`config.mk`:
```
export PLATFORM = sky130hd
export DESIGN_NAME = gcd_sub_ctrl
export DESIGN_NICKNAME = d
export VERILOG_FILES = /design/src/rtl/gcd_pkg.sv /design/src/rtl/gcd_sub_ctrl_sub.sv /design/src/rtl/gcd_sub_ctrl.sv
export SDC_FILE = /design/constraint.sdc
export NUM_CORES = 1
export LEC_CHECK = 0
export CAP_MARGIN = 10
export CORE_MARGIN = 1
export CORE_UTILIZATION = 58
export CTS_CLUSTER_SIZE = 20
export DETAILED_ROUTE_END_ITERATION = 10
export PLACE_DENSITY_LB_ADDON = 0.05
export SLEW_MARGIN = 20
export SYNTH_ARGS = -nofsm -noshare
export SYNTH_HDL_FRONTEND = slang
export SYNTH_SLANG_ARGS = --single-unit
export TNS_END_PERCENT = 5
```
`constraint.sdc`:
```
create_clock -name clk -period 5.9 [get_ports clk]
set_input_delay 1.18 -clock clk [delete_from_list [all_inputs] [get_ports clk]]
set_output_delay 1.18 -clock clk [all_outputs]
set_load 0.1 [all_outputs]
```
`src/rtl/gcd_pkg.sv`:
```
// gcd_pkg: shared state encoding and default width for the GCD controller
package gcd_pkg;
  localparam int GCD_WIDTH = 16;
  typedef enum logic [1:0] {
    IDLE = 2'd0,
    CALC = 2'd1,
    DONE = 2'd2
  } state_t;
endpackage

```
`src/rtl/gcd_sub_ctrl_sub.sv`:
```
// gcd_sub_ctrl_sub: shared WIDTH-bit subtractor, difference truncated with no borrow out
module gcd_sub_ctrl_sub
  import gcd_pkg::*;
#(
  parameter int WIDTH = GCD_WIDTH
) (
  input  logic [WIDTH-1:0] i_a,
  input  logic [WIDTH-1:0] i_b,
  output logic [WIDTH-1:0] o_diff
);
  assign o_diff = i_a - i_b;
endmodule

```
`src/rtl/gcd_sub_ctrl.sv`:
```
// gcd_sub_ctrl: Euclid repeated-subtraction GCD sequencer around one shared subtractor
module gcd_sub_ctrl
  import gcd_pkg::*;
#(
  parameter int WIDTH = GCD_WIDTH
) (
  input  logic             clk,
  input  logic             rst,
  input  logic             start,
  input  logic [WIDTH-1:0] a_in,
  input  logic [WIDTH-1:0] b_in,
  output logic             busy,
  output logic             done,
  output logic [WIDTH-1:0] gcd_out,
  output logic [WIDTH-1:0] iter_cnt
);
  state_t           r_state, w_next;
  logic [WIDTH-1:0] r_ra, r_rb, w_in1, w_in2, w_diff;
  logic             w_a_gt, w_fin;
  assign w_a_gt = r_ra > r_rb;
  assign w_in1  = w_a_gt ? r_ra : r_rb;
  assign w_in2  = w_a_gt ? r_rb : r_ra;
  assign w_fin  = (r_ra == '0) || (r_rb == '0) || (r_ra == r_rb);
  assign busy   = r_state != IDLE;
  assign done   = r_state == DONE;
  gcd_sub_ctrl_sub #(.WIDTH(WIDTH)) u_sub (
    .i_a   (w_in1),
    .i_b   (w_in2),
    .o_diff(w_diff)
  );
  // DONE and the unused encoding both fall back to IDLE
  always_comb begin
    w_next = IDLE;
    w_next = (r_state == IDLE) ? (start ? CALC : IDLE) :
             (r_state == CALC) ? (w_fin ? DONE : CALC) : IDLE;
  end
  always_ff @(posedge clk) begin
    if (rst) begin
      r_state  <= IDLE;
      r_ra     <= '0;
      r_rb     <= '0;
      gcd_out  <= '0;
      iter_cnt <= '0;
    end else begin
      r_state <= w_next;
      if (r_state == IDLE && start) begin
        r_ra     <= a_in;
        r_rb     <= b_in;
        iter_cnt <= '0;
      end else if (r_state == CALC) begin
        if (w_fin) begin
          gcd_out <= (r_ra == '0) ? r_rb : r_ra;
        end else begin
          if (w_a_gt) r_ra <= w_diff;
          else r_rb <= w_diff;
          iter_cnt <= iter_cnt + WIDTH'(1);
        end
      end
    end
  end
endmodule

```
==> results.md, run 1 <==
- Mean Syn Cell Area: 7.70 µm²
- Slew HR: 31.1%
- NumNets Final: around 630
- Cell Rows: 30
- Routability congestion estimate from global placement: 0.971
- Top_reg_cell synth: dfxtp_1
- Buffers on Ports: 68
- Leakage Power: roughly 1.8 nW
- Layout cells sized above 1: 4.78%
- Initial antenna violation count: 0
- Die W: 86.3 µm
- Total grt overflow: 0
- Crit path buf inv count: 1
- Most common cell after layout, fill and taps aside: nor2_1
- Critical Path Start Type: flop
- Crit Path Category: flop to flop
- Fin. max-slew vios: 0
- Final ANT Viol Nets: 0
- Setup_tns: 0 ns
- Core Util, Final: around 74%
- Share of the synthesized area in the top cell type: 32.1%
- Data arrival, critical path: about 5.1 ns
- P&R area growth vs syn: 21.9%
- Per-cell routed wire length: 17.4 µm
- Clk_lat worst skew: 0.35 ns
- GRT Overall Usage: between 30% and 40%
- RSZ-0062 raised after global routing: no
- Die Area: 0.00745 mm²
- Die height: 86.3 µm
- M1 WL: just under 5000 µm
- Fmax: just over 0.2 GHz
- Post-synthesis cell count: 535
- Max-cap violations: 0
- Metal2 WL: 5490 µm
- Vias in the first global route: about 3.9k
- Post-CTS Resized: 0
- Highest routed metal layer: met4
- Final setup fails: 0
- Post-synth EDFFs: 0
- Residual DRC: 0
- Slew @ Worst Pin: 1.03 ns
- Commonest cells after routing, fill and taps aside: 72 x nor2_1, 68 x clkdlybuf4s50_1, 66 x dfxtp_1
- CTS HTree Levels: 3
- CP max-delay cell: a31oi_4
- CTS root buffer: clkbuf_8
- Critical Path Max Stage Delay: a little over 0.7 ns
- Status: finished clean
- Initial Util: 60.3%
- Largest cells by area after synthesis: dfxtp_1 32%, nor2_1 6.6%, nand2_1 5.8%
- CORE AREA: between 0.006 and 0.007 mm²
- Setup repair bufs after CTS: 0
- WL final: 11,900 µm
- Syn nets: 588
- Largest area contributor in the netlist: dfxtp_1
- First-pass GRT wire length: roughly 19,000 µm
- Vias: 4,278
- Final std cells w/o fill: 682
- Tot Pwr: 2.84 mW
- Critical Path Sink Type: flop
- Fillcell total: 562
- Tcrit/Tclk final: 83.0%
- First drt pass iteration count: 5
- Initial DRC Count: 400
- PD cells: 565 mW/mm²
- Deepest clock path buffer count: 2
- Largest net degree at the start of global routing: 54
- Critical-path cell list: inv_1, ha_1, and3_1, nand3_1, a2111o_1, a31oi_4, mux2i_1, a221o_1, nand2b_4, or4_1, a41oi_2, xor2_1, a211oi_1
- Clock sinks: 66
- Ant. Diodes: 0
- CTS Buf Count: 9
- Post-synthesis cell area: 0.00412 mm²
- Family with the most delay on the worst path: compound AO/OA/AOI/OAI gates
- CP Max Fanout: 25
- Met3 WL: 1140 µm
- Top Ports: 69
- Synth cell types: 58
- Clock slew at reported path FFs: approximately 0.080 ns
- Skew final: 0.0141 ns
- Vias per inst: around 6.3
- Placed cells: 666
- Ys async rst share: 0%
- VDD IR max: around 0.33 mV
- Hold-fix buffers, CTS: 0
- Tmin final: 4.90 ns
- WP data required: around 6.1 ns
- Post-detail-place hpwl: about 8400 µm
- Final count of hold timing violations: 0
- TritonCTS clock tree: yes
- Register area share after synthesis: 32.1%
- Worst min-delay path category: flop to flop
- Synthesized flop and latch total: 66
- Syn. warnings: 0
layer usage:
| metal | vias up | global-route usage, % |
|---|---|---|
| met1 | 1962 | 43.1 |
| met5 | - | 0 |
| met3 | 31 | 7.14 |
| met2 | 262 | 52.5 |
| met4 | 0 | 15.3 |
| li1 | 2023 | - |
report_power, final:
group          internal [mW]  switching [mW]  total [mW]
combinational          0.658            1.10        1.76
clock                  0.250           0.188       0.439
sequential             0.527           0.116       0.643
total                   1.44            1.40        2.84
synthesized netlist by cell type (7+ instances only):
cell	instances
nor2_1	72
dfxtp_1	66
nand2_1	64
a21oi_1	40
clkbuf_1	27
a211oi_1	25
ha_1	18
inv_1	17
nand2b_1	16
o21ai_0	15
nand3_1	14
xor2_1	13
mux2i_1	11
nor4_1	11
a311oi_1	10
and3_1	8
o22ai_1	8
xnor2_1	8
and2_1	7
nor2b_1	7
or3_1	7
kinds of logic (layout without fill, tap and decap cells):
family / Yosys count / count (layout) / share of synthesized area [%]
AO/OA/AOI/OAI: 136 / 136 / 23.1
XOR/XNOR: 21 / 21 / 4.46
adder cells (fa/ha/maj): 18 / 18 / 5.46
buffers and inverters: 53 / 104 / 5.25
flip-flops: 66 / 66 / 32.1
multiplexers: 13 / 13 / 3.22
AND/OR/NAND/NOR: 228 / 228 / 26.4
worst reg2reg max path, stage by stage (launching register included):
cell and delay [ns]:
dfxtp_1 0.44, inv_1 0.10, ha_1 0.48, and3_1 0.34
nand3_1 0.16, a2111o_1 0.47, a31oi_4 0.71, mux2i_1 0.30
a221o_1 0.47, nand2b_4 0.18, or4_1 0.57, a41oi_2 0.23
xor2_1 0.22, a211oi_1 0.10
through the flow:
step	hold WS (ns)	setup slack, ns	cell area [µm²]
after floorplan	0.497	2.07	4120
after global placement	0.468	1.23	4790
after detailed placement	0.486	1.09	4790
after CTS	0.496	1.06	5020
after global routing	0.519	0.754	5020
final	0.494	1.00	5020
sequential cells by signal, indices dropped and copies added (netlist names):
signal    cells
r_rb         16
r_state       2
r_ra         16
gcd_out      16
iter_cnt     16
path summary, 6_finish.rpt:
check / startpoint / to / slack (ns) / cells after the start
max: r_rb[8]$_SDFFE_PP0P_ / r_ra[15]$_SDFFE_PP0P_ / 1.00 / 13
min reg2reg: iter_cnt[15]$_SDFFE_PP0P_ / iter_cnt[15]$_SDFFE_PP0P_ / 0.49 / 2
max reg2reg: r_rb[8]$_SDFFE_PP0P_ / r_ra[15]$_SDFFE_PP0P_ / 1.00 / 13
min: iter_cnt[15]$_SDFFE_PP0P_ / iter_cnt[15]$_SDFFE_PP0P_ / 0.49 / 2
cell type report:
cell class / count / area, µm² / area share [%]
Clock buffer: 10 / 138 / 2.74
Clock inverter: 6 / 90.1 / 1.79
Inverter: 17 / 63.8 / 1.27
Multi-Input combinational cell: 416 / 2590 / 51.5
Sequential cell: 66 / 1320 / 26.3
Tap cell: 96 / 120 / 2.39
Timing Repair Buffer: 71 / 703 / 14.0
(Power assumes the default switching activity.)
==> run 2, diff against run 1 <==
CORE_UTILIZATION = 49   (was 58)
clock period = 4.1 ns   (was 5.9 ns; I/O delays follow)
==> run 2 against run 1 <==
Final cell count up 7.9%; highest routed layer unchanged; final area rose by 7.0%; via count rose by 3.5%; first-iteration DRC count shrank 28%.
==> results.md, run 2 (synthesis results as in run 1) <==
- CTS Buf Count: 9
- Commonest cells after routing, fill and taps aside: 72 x nor2_1, 67 x clkdlybuf4s50_1, 64 x dfxtp_1
- First drt pass iteration count: 5
- Data arrival, critical path: 4.14 ns
- Crit. Startpoint: r_rb[10]$_SDFFE_PP0P_
- PD cells: 843 mW/mm²
- Critical Path Start Type: flop
- Most common cell after layout, fill and taps aside: nor2_1
- WL final: 13,100 µm
- Initial antenna violation count: 0
- Layout cells sized above 1: 12.4%
- Per-cell routed wire length: 17.8 µm
- Leakage Power: 2.03 nW
- R2R Setup Slk: roughly 0.15 ns
- GRT Overall Usage: 30.9%
- Die height: 93.7 µm
- R2R cell count: 15
- Tcrit/Tclk final: 96.3%
- Tmin final: slightly below 4 ns
- WP data required: 4.29 ns
- Hold-fix buffers, CTS: 0
- Vias per inst: 6.01
- RR Endpoint: r_rb[15]$_SDFFE_PP0P_
- Initial Util: 50.4%
- Hold depth: 2
- Tot Pwr: approximately 4.5 mW
- Final count of hold timing violations: 0
- Post-detail-place hpwl: 9560 µm
- Residual DRC: 0
- Critical-path cell list: inv_1, ha_1, and3_1, and3_1, a221oi_2, a31oi_4, buf_4, buf_4, and3_1, a221o_1, nand2b_4, or4_1, a41oi_2, xor2_1, a211oi_1
- RSZ-0062 raised after global routing: no
- Slew HR: around 31%
- Max-cap violations: 0
- Fin. max-slew vios: 0
- CORE AREA: 0.00818 mm²
- Critical Path Max Stage Delay: about 0.57 ns
- Die W: 93.7 µm
- Clock sinks: 66
- Critical path destination: r_rb[15]$_SDFFE_PP0P_
- Worst min-delay path category: flop to flop
- NumNets Final: ~680
- First-pass GRT wire length: between 20,000 and 25,000 µm
- Die Area: 0.00878 mm²
- Fillcell total: 731
- CTS HTree Levels: 3
- Final std cells w/o fill: 736
- Crit Path Category: flop to flop
- P&R area growth vs syn: 30.4%
- CP Max Fanout: 6
- Final setup fails: 0
- Vias: 4,426
- Slew @ Worst Pin: 1.03 ns
- FF-to-FF Start: r_rb[10]$_SDFFE_PP0P_
- Clock slew at reported path FFs: 0.08 ns
- Clk_lat worst skew: roughly 0.35 ns
- TritonCTS clock tree: yes
- Status: finished clean
- Vias in the first global route: 4,131
- Total grt overflow: 0
- CP max-delay cell: or4_1
- Buffers on Ports: 68
- Ant. Diodes: 0
- CTS root buffer: clkbuf_8
- CP dominant cell by count: and3_1
- Top Ports: 69
- Deepest clock path buffer count: 2
- Placed cells: 716
- Initial DRC Count: ~290
- Skew final: 0.00621 ns
- Final ANT Viol Nets: 0
- Fmax: ~0.25 GHz
- Critical Path Sink Type: flop
- Routability congestion estimate from global placement: between 0.9 and 1
- Setup_tns: 0 ns
- Largest net degree at the start of global routing: 54
- VDD IR max: approximately 0.46 mV
- Cell Rows: 33
## run 2: changes by cell type in the layout (fill, tap and decap cells not counted), sizes merged
cell           previous run  this run
buf                       3        49
clkinv                    3         1
clkdlybuf4s50            68        67
clkinvlp                  1         2
inv                      17        18
## run 2: worst max-delay path, delay by kind of cell (launching register included)
kind	cells	cell delay (ns)
DFF	1	0.40
AOI/OAI and AO/OA	5	1.16
xor gates and xnor gates	1	0.20
buffers and inverters	3	0.40
and+or+nand+nor	5	1.33
adders and majority gates	1	0.29
## run 2: per-layer routing
| metal | share of wire [%] | up-vias | track usage [%] |
|---|---|---|---|
| met4 | 2.6 | 0 | 9.49 |
| met2 | 48 | 181 | 52.9 |
| li1 | - | 2109 | - |
| met1 | 43 | 2103 | 39.3 |
| met3 | 6.1 | 33 | 5.34 |
| met5 | 0 | - | 0 |
## run 2: how the worst min path moves through the flow
stage / from / to / slack (ns)
after CTS: gcd_out[7]$_SDFFE_PP0P_ / gcd_out[7]$_SDFFE_PP0P_ / 0.50
final: iter_cnt[9]$_SDFFE_PP0P_ / iter_cnt[9]$_SDFFE_PP0P_ / 0.50
after global placement: iter_cnt[15]$_SDFFE_PP0P_ / iter_cnt[15]$_SDFFE_PP0P_ / 0.47
after global routing: gcd_out[7]$_SDFFE_PP0P_ / gcd_out[7]$_SDFFE_PP0P_ / 0.52
after detailed placement: gcd_out[7]$_SDFFE_PP0P_ / gcd_out[7]$_SDFFE_PP0P_ / 0.49
after floorplan: r_rb[1]$_SDFFE_PP0P_ / r_rb[1]$_SDFFE_PP0P_ / 0.50
## run 2: final cells by class
type	count	area, µm²	share of cell area [%]
Multi-Input combinational cell	416	2590	48.3
Sequential cell	66	1320	24.6
Tap cell	105	131	2.44
Timing Repair Buffer	116	1040	19.3
Inverter	17	63.8	1.19
Clock inverter	6	88.8	1.65
Clock buffer	10	138	2.56
## run 2: stage by stage
stage / setup slack [ns] / hold WS (ns) / area (µm²) / utilization [%]
floorplan: 0.265 / 0.497 / 4120 / -
global placement: 0.204 / 0.467 / 5110 / 62.5
detailed placement: 0.0451 / 0.494 / 5110 / 62.5
CTS: 0.0160 / 0.504 / 5330 / 65.2
global route: 0.00553 / 0.524 / 5380 / 65.8
finish: 0.150 / 0.502 / 5380 / 65.8
## run 2: report_power, final
group | switching (mW) | leakage (nW) | internal (mW)
Sequential | 0.108 | 0.540 | 0.759
Clock | 0.287 | 0.109 | 0.360
Combinational | 1.77 | 1.38 | 1.25
Total | 2.16 | 2.03 | 2.37
## run 2: timing repair
| action | CTS | global route |
|---|---|---|
| resized for setup | 0 | 5 |
| pin swaps | 1 | 3 |
| cloned | 0 | 0 |
| setup buffers | 0 | 4 |
| endpoints found under the hold margin | 0 | 0 |
| setup endpoints to repair | 1 | 14 |
==> run 3, diff against run 2 <==
ABC_AREA = 1   (was default)
==> run 3 against run 2 <==
Die area increased by 6.1%; core utilization decreased by 4.1 points; final cell count increased by 18%; clock-buffer cell count unchanged; highest routed layer unchanged; first-iteration DRC count increased by 22%; sequential share of layout area increased by 0.068 points; flip-flop and latch count unchanged; area after synthesis increased by 6.2%; final area decreased by 0.47%.
==> results.md, run 3 <==
- Final setup fails: 0
- Commonest cells after routing, fill and taps aside: 140 x nand2_1, 86 x inv_1, 81 x a21oi_1
- Data arrival, critical path: 3.86 ns
- Fmax: 0.276 GHz
- First-pass GRT wire length: 21,100 µm
- Top Ports: 69
- Crit Path Category: flop to flop
- Synth cell types: 36
- Die height: just under 100 µm
- Initial DRC Count: 350
- Critical Path Start Type: flop
- Layout cells sized above 1: 6.34%
- Placed cells: 849
- Largest net degree at the start of global routing: 49
- Setup_tns: 0 ns
- GRT Overall Usage: 29.7%
- Ant. Diodes: 0
- First drt pass iteration count: 5
- Deepest clock path buffer count: 2
- Tmin final: approximately 3.6 ns
- CORE AREA: approximately 0.0087 mm²
- Top_reg_cell synth: dfxtp_1
- Syn. warnings: 0
- P&R area growth vs syn: 22.3%
- Fin. max-slew vios: 0
- RSZ-0062 raised after global routing: no
- Post-detail-place hpwl: between 9000 and 10,000 µm
- Tcrit/Tclk final: 88.2%
- Clock sinks: 66
- Commonest cells in the netlist: 140 x nand2_1, 87 x inv_1, 81 x a21oi_1, 72 x nor2_1, 71 x o21ai_0
- Routability congestion estimate from global placement: roughly 0.98
- CTS root buffer: clkbuf_8
- Residual DRC: 0
- Share of the synthesized area in the top cell type: 30.2%
- Final std cells w/o fill: between 800 and 900
- Final count of hold timing violations: 0
- Hold WS: 0.482 ns
- WL final: 13,200 µm
- Post-synthesis cell area: 0.00438 mm²
- TritonCTS clock tree: yes
- CP Max Fanout: 19
- Register area share after synthesis: 30.2%
- Vias: 4,790
- Largest area contributor in the netlist: dfxtp_1
- Per-cell routed wire length: 15.2 µm
- Ys async rst share: 0%
- Synthesized flop and latch total: 66
- Initial Util: about half
- NumNets Final: 805
- Setup WS post-layout: 0.483 ns
- Initial antenna violation count: 0
- Final ANT Viol Nets: 0
- Cell Rows: 34
- Slew HR: 34.2%
- Worst min-delay path category: flop to flop
- Total grt overflow: 0
- Skew final: 0.0112 ns
- Post-CTS Resized: 0
- Clk_lat worst skew: between 0.3 and 0.4 ns
- WP data required: 4.34 ns
- Die Area: 0.00931 mm²
- Max-cap violations: 0
- CTS Buf Count: 9
- Slew @ Worst Pin: 0.984 ns
- Buffers on Ports: 68
- Hold-fix buffers, CTS: 0
- Mean Syn Cell Area: 6.34 µm²
- Vias per inst: 5.54
- Vias in the first global route: 4,244
- Count leader, synth: nand2_1
- Critical Path Sink Type: flop
- Largest cells by area after synthesis: dfxtp_1 30%, nand2_1 12%, a21oi_1 9.3%
- Dpl ws: 0.546 ns
- CTS HTree Levels: 3
- Post-synthesis cell count: 690
- Post-synth EDFFs: 0
- Die W: 96.5 µm
- Clock slew at reported path FFs: 0.08 ns
- Syn nets: between 700 and 800
- Most common cell after layout, fill and taps aside: nand2_1
- Status: finished clean
- Setup repair bufs after CTS: 0
run 3: cell count changes after synthesis, moves of 10 or more:
cell	change
a211oi_1	-25
a21oi_1	+41
a311oi_1	-10
clkbuf_1	-12
inv_1	+70
mux2i_1	-11
nand2_1	+76
nand2b_1	-16
nand3_1	+36
o21ai_0	+56
run 3: layer usage:
metal  up-vias  routed length, µm  global-route usage (%)
met5         -                  0                       0
met2       212               5950                    46.4
li1       2404                  -                       -
met3        28               1050                    5.95
met4         0                338                    12.5
met1      2146               5830                    39.6
run 3: worst max-delay path, cell delays in order (launching register included):
cell     delay, ns
dfxtp_1       0.41
inv_1         0.08
ha_1          0.37
nand2_2       0.14
inv_2         0.05
nand2_2       0.10
nor2_4        0.06
nand3_4       0.20
nand3_1       0.15
nor3_2        0.60
inv_2         0.24
o21ai_4       0.51
inv_2         0.28
a21oi_1       0.20
a21oi_1       0.09
run 3: final cells by class:
type	instances	area, µm²
clock buffer	10	138
sequential	66	1320
clock inverter	6	88.8
fill	830	3330
inverter	93	349
tap	108	135
timing repair buffer	73	718
multi-input combinational	509	2600
run 3: metrics by stage:
| step | instance area [µm²] | utilization, % |
|---|---|---|
| CTS | 5350 | 61.7 |
| global route | 5350 | 61.7 |
| detailed placement | 5120 | 59.1 |
| global placement | 5120 | 59.1 |
| floorplan | 4380 | - |
| finish | 5350 | 61.7 |
run 3: cells by family after synthesis:
| logic type | count (synthesis) | share of synthesized area (%) |
|---|---|---|
| buf+inv | 115 | 10.4 |
| xor+xnor | 8 | 1.60 |
| simple gates | 314 | 32.4 |
| flops | 66 | 30.2 |
| fa+ha+maj | 18 | 5.15 |
| compound gates | 169 | 20.3 |
run 3: path summary, 6_finish.rpt:
check | slack [ns] | cells past startpoint | start | to
hold / removal | 0.48 | 2 | gcd_out[13]$_SDFFE_PP0P_ | gcd_out[13]$_SDFFE_PP0P_
setup reg to reg | 0.48 | 14 | r_rb[11]$_SDFFE_PP0P_ | r_ra[13]$_SDFFE_PP0P_
hold reg to reg | 0.48 | 2 | gcd_out[13]$_SDFFE_PP0P_ | gcd_out[13]$_SDFFE_PP0P_
setup / recovery | 0.48 | 14 | r_rb[11]$_SDFFE_PP0P_ | r_ra[13]$_SDFFE_PP0P_
Power of run 3 is not shown: default switching activity piles up to over one toggle a cycle in this logic, so the estimate is an artifact.
